==> config.mk <==
export PLATFORM = sky130hd
export DESIGN_NAME = wb_write_arbiter_flat
export DESIGN_NICKNAME = d
export VERILOG_FILES = /design/src/rtl/wb_write_arbiter_if.sv /design/src/rtl/wb_write_arbiter.sv /design/src/flat_wrapper.sv
export SDC_FILE = /design/constraint.sdc
export NUM_CORES = 1
export LEC_CHECK = 0
export ABC_CLOCK_PERIOD_IN_PS = 5650
export CAP_MARGIN = 10
export CORE_MARGIN = 3
export CORE_UTILIZATION = 50
export CTS_CLUSTER_SIZE = 12
export DETAILED_ROUTE_END_ITERATION = 8
export PLACE_DENSITY_LB_ADDON = 0.12
export SETUP_SLACK_MARGIN = 0.1
export SYNTH_ARGS = -nofsm -noshare
export SYNTH_HDL_FRONTEND = slang
export SYNTH_SLANG_ARGS = --single-unit
==> constraint.sdc <==
create_clock -name clk -period 5.65 [get_ports clk]
set_clock_uncertainty 0.2 [all_clocks]
set_input_delay 0.8475 -clock clk [delete_from_list [all_inputs] [get_ports clk]]
set_output_delay 0.8475 -clock clk [all_outputs]
set_load 0.01 [all_outputs]
==> src/rtl/wb_write_arbiter_if.sv <==
// Bundle of the writeback arbiter's producer, forwarding and register-file write signals.
// "master" is the surrounding pipeline; "slave" is the arbiter itself.
interface wb_write_arbiter_if #(
    parameter int DATA_WIDTH = 64,
    parameter int DEPTH      = 4
);
    localparam int CNT_W = $clog2(DEPTH + 1);

    logic                  alu_valid;
    logic [4:0]            alu_reg;
    logic [DATA_WIDTH-1:0] alu_data;

    logic                  mem_valid;
    logic                  mem_ready;
    logic [4:0]            mem_reg;
    logic [DATA_WIDTH-1:0] mem_data;

    logic [4:0]            fwd_reg1;
    logic [4:0]            fwd_reg2;
    logic                  fwd_hit1;
    logic [DATA_WIDTH-1:0] fwd_data1;
    logic                  fwd_hit2;
    logic [DATA_WIDTH-1:0] fwd_data2;

    logic                  reg_write;
    logic [4:0]            write_register;
    logic [DATA_WIDTH-1:0] write_data;
    logic [CNT_W-1:0]      pending_count;

    modport master (
        output alu_valid, alu_reg, alu_data,
        output mem_valid, mem_reg, mem_data,
        output fwd_reg1, fwd_reg2,
        input  mem_ready, fwd_hit1, fwd_data1, fwd_hit2, fwd_data2,
        input  reg_write, write_register, write_data, pending_count
    );

    modport slave (
        input  alu_valid, alu_reg, alu_data,
        input  mem_valid, mem_reg, mem_data,
        input  fwd_reg1, fwd_reg2,
        output mem_ready, fwd_hit1, fwd_data1, fwd_hit2, fwd_data2,
        output reg_write, write_register, write_data, pending_count
    );
endinterface

==> src/rtl/wb_write_arbiter.sv <==
// Single writer of the register file: ALU results go straight out, loads are queued
// behind them, and a forwarding lookup exposes everything not yet written.
module wb_write_arbiter #(
    parameter int DEPTH      = 4,
    parameter int DATA_WIDTH = 64,
    parameter int ZERO_REG   = 31
) (
    input logic              clk,
    input logic              reset,
    wb_write_arbiter_if.slave bus
);
    localparam int         PTR_W = $clog2(DEPTH);
    localparam int         CNT_W = $clog2(DEPTH + 1);
    localparam logic [4:0] ZR    = 5'(ZERO_REG);

    logic [4:0]            q_reg  [DEPTH];
    logic [DATA_WIDTH-1:0] q_data [DEPTH];
    logic [DEPTH-1:0]      q_live;
    logic [PTR_W-1:0]      head;
    logic [PTR_W-1:0]      tail;
    logic [CNT_W-1:0]      count;

    logic                  reg_write_q;
    logic [4:0]            wr_reg_q;
    logic [DATA_WIDTH-1:0] wr_data_q;

    logic mem_ready_int;
    logic mem_fire;
    logic alu_wr;
    logic q_empty;
    logic pop;
    logic bypass;
    logic push;
    logic push_live;

    assign mem_ready_int = !reset && (count < CNT_W'(DEPTH));
    assign mem_fire      = bus.mem_valid && mem_ready_int;
    assign alu_wr        = bus.alu_valid && (bus.alu_reg != ZR);
    assign q_empty       = (count == '0);
    assign pop           = !alu_wr && !q_empty;
    assign bypass        = !alu_wr && q_empty && mem_fire && (bus.mem_reg != ZR);
    assign push          = mem_fire && (bus.mem_reg != ZR) && !bypass;
    // A load racing an ALU write to the same register is older, so it lands already dead.
    assign push_live     = !(alu_wr && (bus.mem_reg == bus.alu_reg));

    assign bus.mem_ready      = mem_ready_int;
    assign bus.reg_write      = reg_write_q;
    assign bus.write_register = wr_reg_q;
    assign bus.write_data     = wr_data_q;
    assign bus.pending_count  = count;

    always_ff @(posedge clk or posedge reset) begin
        if (reset) begin
            head        <= '0;
            tail        <= '0;
            count       <= '0;
            q_live      <= '0;
            reg_write_q <= 1'b0;
            wr_reg_q    <= '0;
            wr_data_q   <= '0;
        end else begin
            if (alu_wr) begin
                for (int i = 0; i < DEPTH; i++) begin
                    if (q_reg[i] == bus.alu_reg) q_live[i] <= 1'b0;
                end
            end
            if (push) begin
                q_live[tail] <= push_live;
                tail         <= tail + PTR_W'(1);
            end
            if (pop) head <= head + PTR_W'(1);
            count <= count + CNT_W'(push) - CNT_W'(pop);

            if (alu_wr) begin
                reg_write_q <= 1'b1;
                wr_reg_q    <= bus.alu_reg;
                wr_data_q   <= bus.alu_data;
            end else if (pop) begin
                reg_write_q <= q_live[head];
                if (q_live[head]) begin
                    wr_reg_q  <= q_reg[head];
                    wr_data_q <= q_data[head];
                end
            end else if (bypass) begin
                reg_write_q <= 1'b1;
                wr_reg_q    <= bus.mem_reg;
                wr_data_q   <= bus.mem_data;
            end else begin
                reg_write_q <= 1'b0;
            end
        end
    end

    always_ff @(posedge clk) begin
        if (push) begin
            q_reg[tail]  <= bus.mem_reg;
            q_data[tail] <= bus.mem_data;
        end
    end

    // Scan oldest to youngest so the youngest live match overrides; output register is the fallback.
    always_comb begin
        logic [PTR_W-1:0] idx;
        logic             hit1;
        logic             hit2;
        logic [DATA_WIDTH-1:0] data1;
        logic [DATA_WIDTH-1:0] data2;
        hit1  = 1'b0;
        hit2  = 1'b0;
        data1 = '0;
        data2 = '0;
        idx   = '0;
        if (reg_write_q && (wr_reg_q == bus.fwd_reg1)) begin
            hit1  = 1'b1;
            data1 = wr_data_q;
        end
        if (reg_write_q && (wr_reg_q == bus.fwd_reg2)) begin
            hit2  = 1'b1;
            data2 = wr_data_q;
        end
        for (int k = 0; k < DEPTH; k++) begin
            idx = head + PTR_W'(k);
            if ((CNT_W'(k) < count) && q_live[idx]) begin
                if (q_reg[idx] == bus.fwd_reg1) begin
                    hit1  = 1'b1;
                    data1 = q_data[idx];
                end
                if (q_reg[idx] == bus.fwd_reg2) begin
                    hit2  = 1'b1;
                    data2 = q_data[idx];
                end
            end
        end
        if (bus.fwd_reg1 == ZR) begin
            hit1  = 1'b0;
            data1 = '0;
        end
        if (bus.fwd_reg2 == ZR) begin
            hit2  = 1'b0;
            data2 = '0;
        end
        bus.fwd_hit1  = hit1;
        bus.fwd_data1 = data1;
        bus.fwd_hit2  = hit2;
        bus.fwd_data2 = data2;
    end
endmodule

==> src/flat_wrapper.sv <==
// flat-port wrapper written by rule: the top's interface ports become plain ports
module wb_write_arbiter_flat 
#(
    parameter int DEPTH      = 4,
    parameter int DATA_WIDTH = 64,
    parameter int ZERO_REG   = 31
)
  (clk, reset, bus_alu_valid, bus_alu_reg, bus_alu_data, bus_mem_valid, bus_mem_reg, bus_mem_data, bus_fwd_reg1, bus_fwd_reg2, bus_mem_ready, bus_fwd_hit1, bus_fwd_data1, bus_fwd_hit2, bus_fwd_data2, bus_reg_write, bus_write_register, bus_write_data, bus_pending_count);
  wb_write_arbiter_if #(.DATA_WIDTH(DATA_WIDTH), .DEPTH(DEPTH)) bus_i ();
  input logic clk;
  input logic reset;
  input wire logic [$bits(bus_i.alu_valid)-1:0] bus_alu_valid;
  input wire logic [$bits(bus_i.alu_reg)-1:0] bus_alu_reg;
  input wire logic [$bits(bus_i.alu_data)-1:0] bus_alu_data;
  input wire logic [$bits(bus_i.mem_valid)-1:0] bus_mem_valid;
  input wire logic [$bits(bus_i.mem_reg)-1:0] bus_mem_reg;
  input wire logic [$bits(bus_i.mem_data)-1:0] bus_mem_data;
  input wire logic [$bits(bus_i.fwd_reg1)-1:0] bus_fwd_reg1;
  input wire logic [$bits(bus_i.fwd_reg2)-1:0] bus_fwd_reg2;
  output wire logic [$bits(bus_i.mem_ready)-1:0] bus_mem_ready;
  output wire logic [$bits(bus_i.fwd_hit1)-1:0] bus_fwd_hit1;
  output wire logic [$bits(bus_i.fwd_data1)-1:0] bus_fwd_data1;
  output wire logic [$bits(bus_i.fwd_hit2)-1:0] bus_fwd_hit2;
  output wire logic [$bits(bus_i.fwd_data2)-1:0] bus_fwd_data2;
  output wire logic [$bits(bus_i.reg_write)-1:0] bus_reg_write;
  output wire logic [$bits(bus_i.write_register)-1:0] bus_write_register;
  output wire logic [$bits(bus_i.write_data)-1:0] bus_write_data;
  output wire logic [$bits(bus_i.pending_count)-1:0] bus_pending_count;
  assign bus_i.alu_valid = bus_alu_valid;
  assign bus_i.alu_reg = bus_alu_reg;
  assign bus_i.alu_data = bus_alu_data;
  assign bus_i.mem_valid = bus_mem_valid;
  assign bus_i.mem_reg = bus_mem_reg;
  assign bus_i.mem_data = bus_mem_data;
  assign bus_i.fwd_reg1 = bus_fwd_reg1;
  assign bus_i.fwd_reg2 = bus_fwd_reg2;
  assign bus_mem_ready = bus_i.mem_ready;
  assign bus_fwd_hit1 = bus_i.fwd_hit1;
  assign bus_fwd_data1 = bus_i.fwd_data1;
  assign bus_fwd_hit2 = bus_i.fwd_hit2;
  assign bus_fwd_data2 = bus_i.fwd_data2;
  assign bus_reg_write = bus_i.reg_write;
  assign bus_write_register = bus_i.write_register;
  assign bus_write_data = bus_i.write_data;
  assign bus_pending_count = bus_i.pending_count;
  wb_write_arbiter #(.DEPTH(DEPTH), .DATA_WIDTH(DATA_WIDTH), .ZERO_REG(ZERO_REG)) u_core (.clk(clk), .reset(reset), .bus(bus_i));
endmodule
# --- Word level (Yosys, flattened, before mapping) ---
# Memory sizes are Yosys's and may differ from the RTL's.
# Cells that the tools add are included.
word_totals:
  register_bits: 81
  wordCells: 141
  n_memories: 2
  mem_bits_rw: 276
  output_inout_bits: 204
mem_list:
  columns: ["memory", "words", "word_bits", "read_ports", "rd_clocked_by_memory_dff", "write_ports", "line_no", "source"]
  rows:
  - ["u_core.q_data", 4, 64, 4, 0, 1, "wb_write_arbiter.sv:17", "logic [DATA_WIDTH-1:0] q_data [DEPTH];"]
  - ["u_core.q_reg", 4, 5, 8, 0, 1, "wb_write_arbiter.sv:16", "logic [4:0] q_reg [DEPTH];"]
classes:
  add_sub_neg: 6
  reduce_logical: 25
  mux: 70
  order_cmp: 11
  n_eq_ne: 20
ops:
  columns: ["op", "count"]
  rows:
  - ["$mux W64", 24]
  - ["$eq A5 B5 Y1", 15]
  - ["$mux W1", 34]
  - ["$mux W5", 4]
  - ["$logic_and A1 B1 Y1", 17]
  - ["$lt A2 B3 Y1 const B", 5]
  - ["$eq A5 B5 Y1 const B", 2]
  - ["$ne A5 B5 Y1 const B", 2]
  - ["$bmux W1 S2", 4]
  - ["$mux W4", 2]
  - ["$lt A1 B3 Y1 const A", 2]
  - ["$lt A2 B3 Y1 const A", 2]
  - ["$logic_not A1 Y1", 5]
  - ["$add A2 B1 Y2 const B", 2]
  - ["$add A2 B2 Y2 const B", 2]
  - ["$bwmux W4", 1]
  - ["$add A3 B1 Y3", 1]
  - ["$logic_not A3 Y1", 1]
  - ["$lt A3 B3 Y1 const B", 1]
  - ["$ne A3 B2 Y1 const B", 1]
  - ["$reduce_bool A3 Y1", 1]
  - ["$sub A3 B1 Y3", 1]
  - ["$demux W1 S2", 1]
  - ["$ge A2 B1 Y1 const B", 1]
  - ["$reduce_and A2 Y1", 1]

# --- Depth between registers and ports, before layout ---
logic_depth:
  word_depth: 12
  depth_mapped: 13
  mapped_depth_nobuf: 9

# --- Least setup slack after synthesis ---
# No wires, ideal clock.
synth_timing:
  path_type: "in2reg"
  start: "input bus_alu_reg[4]"
  end: "memory u_core.q_data[0][0] (enable)"
  path_buffers: 1
  path_stages: 5
  slack_ns: 1.596
  setup_time_ns: 0.436
  t_arrival_ns: 3.418
  path_cell_list: "clkbuf_1 nand2_1 o21ai_0 a21oi_1 and2_1"
synth_between:
  elab_chain_len: 10
synth_rtl:
  columns: ["element", "line_no", "source"]
  rows:
  - ["start, declared", "flat_wrapper.sv:13", "input wire logic [$bits(bus_i.alu_reg)-1:0] bus_alu_reg;"]
  - ["$ne A5 B5 Y1", "wb_write_arbiter.sv:38", "assign alu_wr = bus.alu_valid && (bus.alu_reg != ZR);"]
  - ["$logic_and A1 B1 Y1", "wb_write_arbiter.sv:38", null]
  - ["$logic_not A1 Y1", "wb_write_arbiter.sv:41", "assign bypass = !alu_wr && q_empty && mem_fire && (bus.mem_reg != ZR);"]
  - ["$logic_and A1 B1 Y1 (3 in a row)", "wb_write_arbiter.sv:41", null]
  - ["$logic_not A1 Y1", "wb_write_arbiter.sv:42", "assign push = mem_fire && (bus.mem_reg != ZR) && !bypass;"]
  - ["$logic_and A1 B1 Y1", "wb_write_arbiter.sv:42", null]
  - ["$mux W1", "wb_write_arbiter.sv:95", "if (push) begin"]
  - ["$mux W1 (not written as such)", "wb_write_arbiter.sv:97", "q_data[tail] <= bus.mem_data;"]
  - ["end, declared", "wb_write_arbiter.sv:17", null]
# No other way between the ends.

# --- Worst setup path in the final report ---
layout_timing:
  start: "register u_core.head[1]"
  end: "output bus_fwd_data2[48]"
layout_between:
  elab_chain_len: 11
layout_rtl:
  columns: ["element", "line_no", "source"]
  rows:
  - ["start, declared", "wb_write_arbiter.sv:19", "logic [PTR_W-1:0] head;"]
  - ["start signal, assigned", "wb_write_arbiter.sv:71", "if (pop) head <= head + PTR_W'(1);"]
  - ["branches (longest 9 deep; another with $mem_v2 Z4 W5)", null, null]
  - ["$mux W64 (*)", "wb_write_arbiter.sv:123", "if ((CNT_W'(k) < count) && q_live[idx]) begin"]
  - ["$mux W64 (*)", "wb_write_arbiter.sv:138", "if (bus.fwd_reg2 == ZR) begin"]
  - ["end, declared", "flat_wrapper.sv:24", "output wire logic [$bits(bus_i.fwd_data2)-1:0] bus_fwd_data2;"]
# Every way passes the cells marked *. The select of a mux whose other input is x is not followed.

==> run metrics <==
Main synth FF type edfxtp_1; Finished Layout Cells 3169; layout cell share with drive strength beyond 1 15.2%; crit-path max FO 62; Combinational Power Share 56.6%; Setup Viol. Count Final 0; Cell Pwr Density 504 mW/mm2; clock power share 18.2%; Final Util 62.4%; port bufs 355; Max-slew headroom 22.4%; EDFF count, synth 276; critical path cell sequence inv_4 > buf_6 > o21ai_0 > or3_1 > o21ai_0 > and3_2 > buf_4 > o2bb2a_1 > o31ai_1 > clkdlybuf4s50_1; CTS Buffer Depth 3; Worst Setup Path Type flip-flop to primary output; Worst path most repeated cell o21ai_0; Final HPWL DP 53900 um; drt pass-1 iters 6; FFs w/ async S/R, synth 22.7%; P_int 8710 uW; Peak Freq 185 MHz; initial core utilization 51.0%; Synthesized Nets 2406; total wire length 86800 um; Fin. Hold Viols 0; DRT iter0 DRCs 2613; final setup TNS 0 ns; WP data required 4.60 ns; placed insts 3079; Via density 6.94; Site Rows 80; Routed wire per std cell 27.4 um; sequential fraction of the synthesis area 42.0%; hold slack 0.340 ns; Die Y 228 um; hold buffer count at cts 0; # nets final 2636; Final Power 15200 uW; Routed Antenna Nets 0; Reg power frac 25.2%; post-route minimum period 5.41 ns; Crit-path slowest cell dfrtp_4; Worst Path Buf+Inv 4; CTS Root Cell clkbuf_16; Syn Area/Cell 10.9 um2; number of global-route vias before repair 21808; CP Capture Type primary output; Yosys cell types 56; Final Max Tran Viols 0; Fill cells 3765; clock-pin slew on the worst setup and hold paths 0.06 ns; status complete, no violations; Worst-Skew Late Latency 0.57 ns; Yosys warning count 0; max FFs per register 256; full die area 0.0518 mm2; first-pass GRT wire length 129000 um; CTS sink cnt 357; total CTS buffers 44; switching power 6440 uW; max-cap violations 0; Tot GR Track Use 32.6%; fin crit share 95.7%; arrival time worst endpoint 4.36 ns; DR vias 21984; H-tree depth 2; Remaining DRCs 0; Worst path max stage delay 0.67 ns; Mapped Cells 2245; switch share 42.5%; Top delay family on crit path buffers and inverters; gpl congestion 0.878; boundary pin count 356; core area 0.0481 mm2; CTS tree built; Synth-to-Final Area Change 22.5%; Worst VDD drop 0.706 mV; slew of the pin with the lowest slew margin 1.16 ns; unrepaired setup endpoints after global routing false; largest net degree at the start of global routing 145; total congestion overflow 0; initial antenna violation count 6; FF+latch count, synth 357; Mapped Area 0.0245 mm2; Hold Path Class flip-flop to flip-flop; LEAKAGE 0.0101 uW; Die W 228 um; critical path launch point type flip-flop
routing by layer:
metal,part of all wire (%),vias to the layer above,global-route usage (%)
li1,-,9314,-
met4,3.8,4,13.7
met3,12,293,8.21
met5,0.036,-,0
met1,37,10770,41.9
met2,47,1603,53.0
cells in the final DEF, fill, tap and decap left out, types with 45 or more instances in the layout:
| master | n |
|---|---|
| a21oi_1 | 187 |
| a221o_1 | 121 |
| clkbuf_16 | 45 |
| clkdlybuf4s50_1 | 355 |
| dfrtp_1 | 79 |
| edfxtp_1 | 276 |
| mux2_2 | 57 |
| mux2i_1 | 76 |
| mux4_2 | 160 |
| nand2_1 | 407 |
| nor2_1 | 64 |
| o211ai_1 | 54 |
| o21ai_0 | 203 |
| o221ai_1 | 118 |
| xnor2_1 | 53 |
final timing paths:
check	from	endpoint	slack [ns]	cells past startpoint
setup / recovery	u_core.head[1]	bus_fwd_data2[48]	0.24	10
hold / removal	u_core.bus.write_data[62]	u_core.bus.write_data[62]	0.34	2
hold reg to reg	u_core.bus.write_data[62]	u_core.bus.write_data[62]	0.34	2
min in group asynchronous	reset	u_core.q_live[2]	0.59	2
max in group asynchronous	reset	u_core.bus.write_data[22]	3.58	3
setup reg to reg	u_core.bus.pending_count[2]	u_core.bus.pending_count[2]	2.29	8
layout make-up:
cell class,count,area (um2),area share (%)
multi-input cells,1642,13200,43.8
inverters,12,50.0,0.167
repair buffers,418,4300,14.3
diodes,2,5.00,0.0167
clock buffers,59,1210,4.02
well taps,656,821,2.73
flip-flops and latches,357,10300,34.3
clock inverters,23,196,0.654
per-stage QoR:
stage / area (um2) / setup slack (ns)
final: 30100 / 0.245
after detailed placement: 28500 / 0.330
after CTS: 30000 / 0.113
after global routing: 30100 / 0.117
after global placement: 28500 / 0.374
after floorplan: 24500 / 1.60
synth_stat cells, drive strengths merged, types with 7 or more instances:
cell type | count | share of area, %
xnor2 | 53 | 1.9
o221ai | 124 | 4.6
dfrtp | 81 | 8.3
inv | 11 | 0.17
ha | 8 | 0.41
a21oi | 188 | 3.8
o21ai | 207 | 4.2
a221oi | 8 | 0.29
mux4 | 161 | 15
nor2 | 67 | 1.0
a221o | 121 | 4.9
o211ai | 55 | 1.7
xor2 | 30 | 1.1
and2 | 7 | 0.18
mux2 | 57 | 2.6
mux2i | 77 | 3.2
nand3 | 21 | 0.43
buf | 125 | 3.1
nand2 | 408 | 6.2
a21o | 7 | 0.21
clkbuf | 110 | 1.7
edfxtp | 276 | 34
power by group through the flow:
stage | clock network [uW] | registers [uW] | logic (uW)
after floorplan | 0 | 3770 | 5510
after global placement | 0 | 3890 | 8150
after detailed placement | 0 | 3920 | 8250
after CTS | 2800 | 3850 | 8360
after global routing | 2920 | 3860 | 9190
final | 2760 | 3820 | 8580
logic make-up (layout without fill, tap and decap cells):
family                   Yosys count  count (layout)  synth area share (%)
flip-flops                       357             357                  42.0
XOR/XNOR                          83              83                  2.96
multiplexers                     295             295                  20.6
adder cells (fa/ha/maj)            9               9                 0.490
AO/OA/AOI/OAI                    730             731                  20.5
AND/OR/NAND/NOR                  524             524                  8.46
buffers and inverters            247             512                  4.96
other                              0               2                     0
worst reg2reg max path, cell delays in order (launching register included):
cell and delay (ns):
dfrtp_1 0.49, nor3_2 0.23, buf_4 0.91, nor2_1 0.23
ha_1 0.35, inv_1 0.04, ha_1 0.21, fa_1 0.40
xnor2_1 0.21
timing repair:
item                                   4_1_cts  5_1_grt
setup endpoints to repair                   39       55
gates resized for setup                      2        2
gates cloned                                 0        1
buffers inserted                             1        4
endpoints found under the hold margin        0        0
No activity file was read; power rests on OpenSTA's default activity.
